$ cat src/rtl/cmp_pkg.sv
// Shared types and helpers for the sequential magnitude comparator.
// Holds the FSM state encoding, the per-slice result code and the index-width helper.
package cmp_pkg;

    typedef enum logic [1:0] {
        IDLE    = 2'd0,
        COMPARE = 2'd1,
        DONE    = 2'd2
    } state_t;

    typedef enum logic [1:0] {
        RES_NONE = 2'd0,
        RES_GT   = 2'd1,
        RES_LT   = 2'd2,
        RES_EQ   = 2'd3
    } res_t;

    // A single-slice scan still needs a 1-bit index register.
    function automatic int idx_width(input int nchunk);
        return (nchunk > 1) ? $clog2(nchunk) : 1;
    endfunction

endpackage

$ cat src/rtl/comparator_chunk.sv
// Combinational CHUNK-bit unsigned magnitude slice.
// Exactly one of gt_o/lt_o/eq_o is high for any input pair.
module comparator_chunk #(
    parameter int CHUNK = 4
) (
    input  logic [CHUNK-1:0] a_i,
    input  logic [CHUNK-1:0] b_i,
    output logic             gt_o,
    output logic             lt_o,
    output logic             eq_o
);

    assign gt_o = (a_i >  b_i);
    assign lt_o = (a_i <  b_i);
    assign eq_o = (a_i == b_i);

endmodule

$ cat src/rtl/comparator_seq.sv
// Multi-cycle magnitude comparator: scans latched operands MSB slice first,
// one CHUNK-bit slice per clock, stopping at the first differing slice.
module comparator_seq
    import cmp_pkg::*;
#(
    parameter int WIDTH = 32,
    parameter int CHUNK = 4
) (
    input  logic             clk,
    input  logic             rst_n,
    input  logic             start,
    input  logic             flush,
    input  logic [WIDTH-1:0] a,
    input  logic [WIDTH-1:0] b,
    input  logic             is_signed,
    output logic             busy,
    output logic             done,
    output logic             greater,
    output logic             less,
    output logic             equal
);

    localparam int NCHUNK = WIDTH / CHUNK;
    localparam int IW     = idx_width(NCHUNK);
    localparam logic [WIDTH-1:0] MSB_MASK = WIDTH'(1) << (WIDTH - 1);

    generate
        if ((WIDTH % CHUNK) != 0) begin : g_bad_width
            $error("comparator_seq: WIDTH must be a multiple of CHUNK");
        end
    endgenerate

    state_t           state_q;
    logic [WIDTH-1:0] a_q, b_q;
    logic [WIDTH-1:0] a_d, b_d;
    logic [IW-1:0]    idx_q;
    logic             gt_q, lt_q, eq_q;

    logic [CHUNK-1:0] a_slices [NCHUNK];
    logic [CHUNK-1:0] b_slices [NCHUNK];
    logic [CHUNK-1:0] a_sel, b_sel;
    logic             c_gt, c_lt, c_eq;
    res_t             res;

    // Flipping the sign bit maps two's complement onto offset binary,
    // so the scan itself is always unsigned.
    assign a_d = is_signed ? (a ^ MSB_MASK) : a;
    assign b_d = is_signed ? (b ^ MSB_MASK) : b;

    generate
        for (genvar gi = 0; gi < NCHUNK; gi++) begin : g_slice
            assign a_slices[gi] = a_q[gi*CHUNK +: CHUNK];
            assign b_slices[gi] = b_q[gi*CHUNK +: CHUNK];
        end
    endgenerate

    assign a_sel = a_slices[idx_q];
    assign b_sel = b_slices[idx_q];

    comparator_chunk #(.CHUNK(CHUNK)) u_chunk (
        .a_i  (a_sel),
        .b_i  (b_sel),
        .gt_o (c_gt),
        .lt_o (c_lt),
        .eq_o (c_eq)
    );

    always_comb begin
        res = RES_NONE;
        if (c_gt)      res = RES_GT;
        else if (c_lt) res = RES_LT;
        else if (c_eq) res = RES_EQ;
    end

    always_ff @(posedge clk or negedge rst_n) begin
        if (!rst_n) begin
            state_q <= IDLE;
            a_q     <= '0;
            b_q     <= '0;
            idx_q   <= '0;
            gt_q    <= 1'b0;
            lt_q    <= 1'b0;
            eq_q    <= 1'b0;
        end else if (flush) begin
            state_q <= IDLE;
            gt_q    <= 1'b0;
            lt_q    <= 1'b0;
            eq_q    <= 1'b0;
        end else begin
            case (state_q)
                IDLE, DONE: begin
                    if (start) begin
                        a_q     <= a_d;
                        b_q     <= b_d;
                        idx_q   <= IW'(NCHUNK - 1);
                        gt_q    <= 1'b0;
                        lt_q    <= 1'b0;
                        eq_q    <= 1'b0;
                        state_q <= COMPARE;
                    end else begin
                        state_q <= IDLE;
                    end
                end
                COMPARE: begin
                    case (res)
                        RES_GT: begin
                            gt_q    <= 1'b1;
                            state_q <= DONE;
                        end
                        RES_LT: begin
                            lt_q    <= 1'b1;
                            state_q <= DONE;
                        end
                        RES_EQ: begin
                            if (idx_q == '0) begin
                                eq_q    <= 1'b1;
                                state_q <= DONE;
                            end else begin
                                idx_q <= idx_q - 1'b1;
                            end
                        end
                        default: state_q <= COMPARE;
                    endcase
                end
                default: state_q <= IDLE;
            endcase
        end
    end

    assign busy    = (state_q == COMPARE);
    assign done    = (state_q == DONE);
    assign greater = gt_q;
    assign less    = lt_q;
    assign equal   = eq_q;

endmodule

$ cat config.mk
export PLATFORM = sky130hd
export DESIGN_NAME = comparator_seq
export DESIGN_NICKNAME = d
export VERILOG_FILES = /design/src/rtl/cmp_pkg.sv /design/src/rtl/comparator_chunk.sv /design/src/rtl/comparator_seq.sv
export SDC_FILE = /design/constraint.sdc
export NUM_CORES = 1
export LEC_CHECK = 0
export CAP_MARGIN = 25
export CELL_PAD_IN_SITES_DETAIL_PLACEMENT = 1
export CELL_PAD_IN_SITES_GLOBAL_PLACEMENT = 1
export CORE_MARGIN = 3
export CORE_UTILIZATION = 41
export CTS_CLUSTER_DIAMETER = 60
export DETAILED_ROUTE_END_ITERATION = 10
export PLACE_DENSITY_LB_ADDON = 0.1
export SYNTH_ARGS = -nofsm -noshare
export SYNTH_HDL_FRONTEND = slang
export SYNTH_SLANG_ARGS = --single-unit
$ cat constraint.sdc
create_clock -name clk -period 3.3 [get_ports clk]
set_input_delay 0.99 -clock clk [delete_from_list [all_inputs] [get_ports clk]]
set_output_delay 0.99 -clock clk [all_outputs]
set_load 0.05 [all_outputs]
; After elaboration in Yosys (flattened, before gate mapping)
; Cells that the tools add are included.
[classes]
n_eq_ne = 15
reduce_logical = 11
magnitude_cmp = 3
mux = 31
add_sub_neg = 1
bitwise = 4
[op_table]
columns = op, count
row1 = $mux 32, 2
row2 = $bmux 4 s3, 2
row3 = $mux 4, 4
row4 = $ne 3x2->1 const B, 4
row5 = $mux 2, 5
row6 = $mux 1, 9
row7 = $mux 3, 3
row8 = $reduce_and 3->1, 3
row9 = $pmux 2 s2, 2
row10 = $eq 2x2->1 const B, 3
row11 = $pmux 1 s2, 3
row12 = $pmux 3 s2, 1
row13 = $reduce_and 5->1, 1
row14 = $eq 2x1->1 const B, 2
row15 = $eq 4x4->1, 1
row16 = $ge 4x4->1 const B, 1
row17 = $gt 4x4->1, 1
row18 = $lt 4x4->1, 1
row19 = $ne 2x2->1 const B, 2
row20 = $ne 4x4->1 const B, 1
row21 = $not 3->4, 1
row22 = $reduce_and 4->1, 1
row23 = $reduce_or 2->1, 2
row24 = $logic_not 3->1, 1
row25 = other kinds (7), 9
[totals]
output_inout_bits = 5
reg_bits = 72

; Logic depth before layout (Yosys ltp)
[logic_depth]
ltp_word = 13
depth_mapped = 9
mapped_depth_nobuf = 7

; Hierarchy
; A second synthesis with hierarchy kept.
[hier_totals]
cells_unflattened = 242
hier_area_um2 = 3495.9
[by_module_without_submodules]
columns = module, area_per_inst_um2, cells_per_inst, n_inst
row1 = comparator_seq, 3367.0, 226, 1
row2 = comparator_chunk, 128.9, 16, 1

; Worst setup path after synthesis
; OpenSTA, ideal clock, no wires.
[synth_path]
path_type = reg-to-reg
start = reg idx_q[0]
end = reg state_q[1]
period_less_slack_ns = 2.731
setup_time_ns = 0.122
slack_ns = 0.569
arrival_time_ns = 2.610
stages_incl_launch_ff = 9
cell_sequence = dfrtp_1 buf_2 mux4_2 mux2_2 ha_1 nand4_1 a311o_1 or3_4 nor3b_1
[synth_between]
elab_chain_cells = 13
[synth_rtl]
columns = element, line_no
row1 = from (decl), comparator_seq.sv:36  ; logic [IW-1:0] idx_q;
row2 = from (signal assigned), comparator_seq.sv:95  ; idx_q <= IW'(NCHUNK - 1);
row3 = from (signal assigned), comparator_seq.sv:119  ; idx_q <= idx_q - 1'b1;
row4 = "parallel branches: the longest is 13 deep, another holds $lt 4x4->1", n/a
row5 = to (signal assigned), comparator_seq.sv:85  ; state_q <= IDLE;
row6 = to (signal assigned), comparator_seq.sv:108  ; state_q <= DONE;
row7 = to (signal assigned), comparator_seq.sv:112  ; state_q <= DONE;
row8 = to (decl), comparator_seq.sv:33  ; state_t state_q;
; Several ways; the timed one is not identified. The select of a mux whose other input is x is not followed.
; A chain may end at the register's enable or synchronous reset.

; Worst setup path after layout
[layout_path]
start = reg state_q[0]
end = out busy
[layout_between]
elab_chain_cells = 1
[layout_rtl]
columns = element, line_no
row1 = from (signal assigned), comparator_seq.sv:77  ; state_q <= IDLE;
row2 = from (signal assigned), comparator_seq.sv:85
row3 = from (signal assigned), comparator_seq.sv:99  ; state_q <= COMPARE;
row4 = $eq 2x1->1, comparator_seq.sv:130  ; assign busy = (state_q == COMPARE);
row5 = to (decl), comparator_seq.sv:16  ; output logic busy,
; No other way between the ends.

==> flow_summary.json <==
{
  "antenna_found_initial": 0,
  "finalCritPeriodShare_pct": 87.3,
  "via_per_inst": 5.22,
  "setup_viol": 0,
  "p_switching_mw": 0.658,
  "syn_to_final_growth_pct": 33.6,
  "postCtsHoldBufs": 0,
  "ys_seq_elements": 72,
  "r2r_cells": 8,
  "postCtsSetupBuffers": 0,
  "pre_cts_slack_ps": 432,
  "final_area_um2": 4450,
  "async_reset_ff_share_pct": 100,
  "die_h_um": 96.2,
  "synthCells": 216,
  "synth_seq_area_share_pct": 54.1,
  "cts_root_buf": "clkbuf_8",
  "placed_cell_area_um2": 4200,
  "dieWidth_um": 96.2,
  "worst_pin_slew_ps": 907,
  "cap_violations": 0,
  "syn-mean-instance-area_um2": 15.4,
  "rows": 32,
  "initial_core_util_pct": 42.7,
  "htree_levels": 3,
  "synth_flop_cell": "dfrtp_1",
  "min-delay-start": "b_q[30]$_DFFE_PN0P_",
  "rsz0062_at_grt": "no",
  "drive_gt1_share_pct": 33.9,
  "holdPathStages": 1,
  "first_iter_violations": 64,
  "port_buffers": 73,
  "status": "finished, final reports clean",
  "syn_area_um2": 3330,
  "design.die.area_um2": 9250,
  "path_buf_inv": 2,
  "ys_top_cells_by_area": "dfrtp_1 (54%), mux2_2 (20%), mux4_2 (11%)",
  "setup_ws_ps": 419,
  "finalSetupTns_ps": 0,
  "n_antenna_cell": 0,
  "drc": 0,
  "first_pass_iters": 4,
  "seqPwrFrac_pct": 44.3,
  "grt_max_degree": 73,
  "synth.distinct_cells": 26,
  "finalNetCount": 368,
  "whs_ps": 490,
  "finalCoreUtilization_pct": 57.0,
  "r2r_setup_slack_ps": 420,
  "power.density_nw_per_um2": 588,
  "crit_fanout": 4,
  "cpMaxStageDelayCell": "clkdlybuf4s50_1",
  "route.vias.total": 2087,
  "dp_hpwl_um": 5370,
  "synth_top_area_cell": "dfrtp_1",
  "clockBufferDepth": 2,
  "first_global_vias": 2332,
  "crit_arrival_ps": 1890,
  "p_leak_nw": 1.87,
  "cts_resized": 0,
  "dp.cells": 384,
  "worst_setup_path_end_kind": "output port",
  "path_class": "register to output port",
  "finalPower_mw": 2.62,
  "finalHoldViolCount": 0,
  "hold_end": "b_q[30]$_DFFE_PN0P_",
  "cp-start-kind": "register",
  "reg2reg_from": "idx_q[0]$_DFFE_PN0P_",
  "clk_latency_ps": 340,
  "wl_per_cell_um": 18.8,
  "path_delay_family": "buffers and inverters",
  "grt.overflow.total": 0,
  "crit_chain": "nand2b_1 > inv_1 > clkdlybuf4s50_1",
  "slowest_delay_ps": 820,
  "grt_pass1_wl_um": 12200,
  "fin_worst_skew_ps": 4.88,
  "synth_edf_count": 0,
  "clkSinkCount": 72,
  "p_int_mw": 1.96,
  "ir_drop_mv": 0.238,
  "finalNonFillerCells": 400,
  "gp_congestion": 0.694,
  "switching_share_pct": 25.2,
  "hp-class": "register to register",
  "wirelength_um": 7540,
  "slew_viol_final": 0,
  "relSlewSlack_pct": 39.5,
  "antenna_left": 0,
  "comb_power_share_pct": 22.3,
  "core_um2": 7810,
  "r2r-end": "state_q[1]$_DFFE_PN0P_",
  "power_frac_clock_pct": 33.4,
  "numCtsBuffers": 9,
  "ys_warn_count": 0,
  "num_io_pins": 74,
  "cts_tree": "yes",
  "min_period_ps": 2880,
  "grt_util_all_layers_pct": 17.9,
  "synth_top_area_share_pct": 54.1,
  "path_clk_slew_ps": 70,
  "cp.required_ps": 2310,
  "fmax_mhz": 347,
  "synth.net_count": 291
}
## flip-flops by register name, summed over array words and instances, names as in the netlist
register / cells
equal: 1
less: 1
b_q: 32
greater: 1
idx_q: 3
state_q: 2
a_q: 32
## cell type report
type | count | area [um2]
clock buffer | 11 | 151
clock inverter | 5 | 103
fill | 763 | 3360
inverter | 5 | 18.8
multi-input combinational | 127 | 1460
sequential | 72 | 1800
tap | 102 | 128
timing repair buffer | 78 | 791
## synthesized netlist by cell type (2+ instances only)
cell type,number
a21o_1,2
a21oi_1,5
buf_2,9
clkbuf_1,2
dfrtp_1,72
ha_1,6
inv_1,5
mux2_1,6
mux2_2,60
mux2i_1,7
mux4_2,16
nand2_1,2
nand2b_1,3
nor2_1,7
nor2b_1,2
xnor2_1,2
## cell usage in the layout (no fill, tap or decap), types with 2 or more instances in the layout
cell type / count
inv_1: 5
nand2b_1: 3
clkdlybuf4s50_1: 72
a21o_1: 2
buf_4: 4
mux2_1: 6
buf_12: 2
clkbuf_8: 11
a21oi_1: 5
nand2_1: 2
mux2_2: 60
dfrtp_1: 72
mux2i_1: 7
bufinv_16: 3
nor2b_1: 2
ha_1: 6
xnor2_1: 2
nor2_1: 7
mux4_2: 16
## worst reg2reg max path, stage by stage (launching register included)
cell and delay (ps):
dfrtp_1 360, buf_4 210, mux4_2 530, mux2_2 280, ha_1 320, nand4_1 170, a311o_1 370, or3_4 370
nor3b_1 150
## power groups by stage
stage	combinational (mW)	sequential (mW)	clock, mW
floorplan	0.397	1.13	0
global placement	0.561	1.18	0
detailed placement	0.585	1.17	0
CTS	0.591	1.16	0.895
global route	0.637	1.18	0.932
finish	0.583	1.16	0.875
## per-layer routing
layer,vias to the layer above,global-route usage [%],wire length (um)
li1,948,-,-
met1,1076,24.3,3460
met2,51,27.7,3590
met3,12,3.52,334
met4,0,7.94,151
met5,-,0,0
## cells by family (layout without fill, tap and decap cells)
group | Yosys count | after routing | synth area share, %
buf+inv | 17 | 99 | 2.36
flops | 72 | 72 | 54.1
compound gates | 11 | 11 | 2.25
simple gates | 19 | 19 | 3.34
mux | 89 | 89 | 35.2
xor+xnor | 2 | 2 | 0.526
fa+ha+maj | 6 | 6 | 2.25
## worst max-delay path by stage
stage	startpoint	end	slack (ps)	depth (start not counted)
final	state_q[0]$_DFFE_PN0P_	busy	420	3
after global routing	idx_q[0]$_DFFE_PN0P_	idx_q[2]$_DFFE_PN0P_	280	8
after CTS	state_q[0]$_DFFE_PN0P_	busy	400	3
after detailed placement	idx_q[1]$_DFFE_PN0P_	state_q[1]$_DFFE_PN0P_	430	8
after global placement	idx_q[0]$_DFFE_PN0P_	state_q[1]$_DFFE_PN0P_	520	8
after floorplan	idx_q[0]$_DFFE_PN0P_	state_q[1]$_DFFE_PN0P_	570	8
Note: power is estimated with default switching activity, not from simulation.
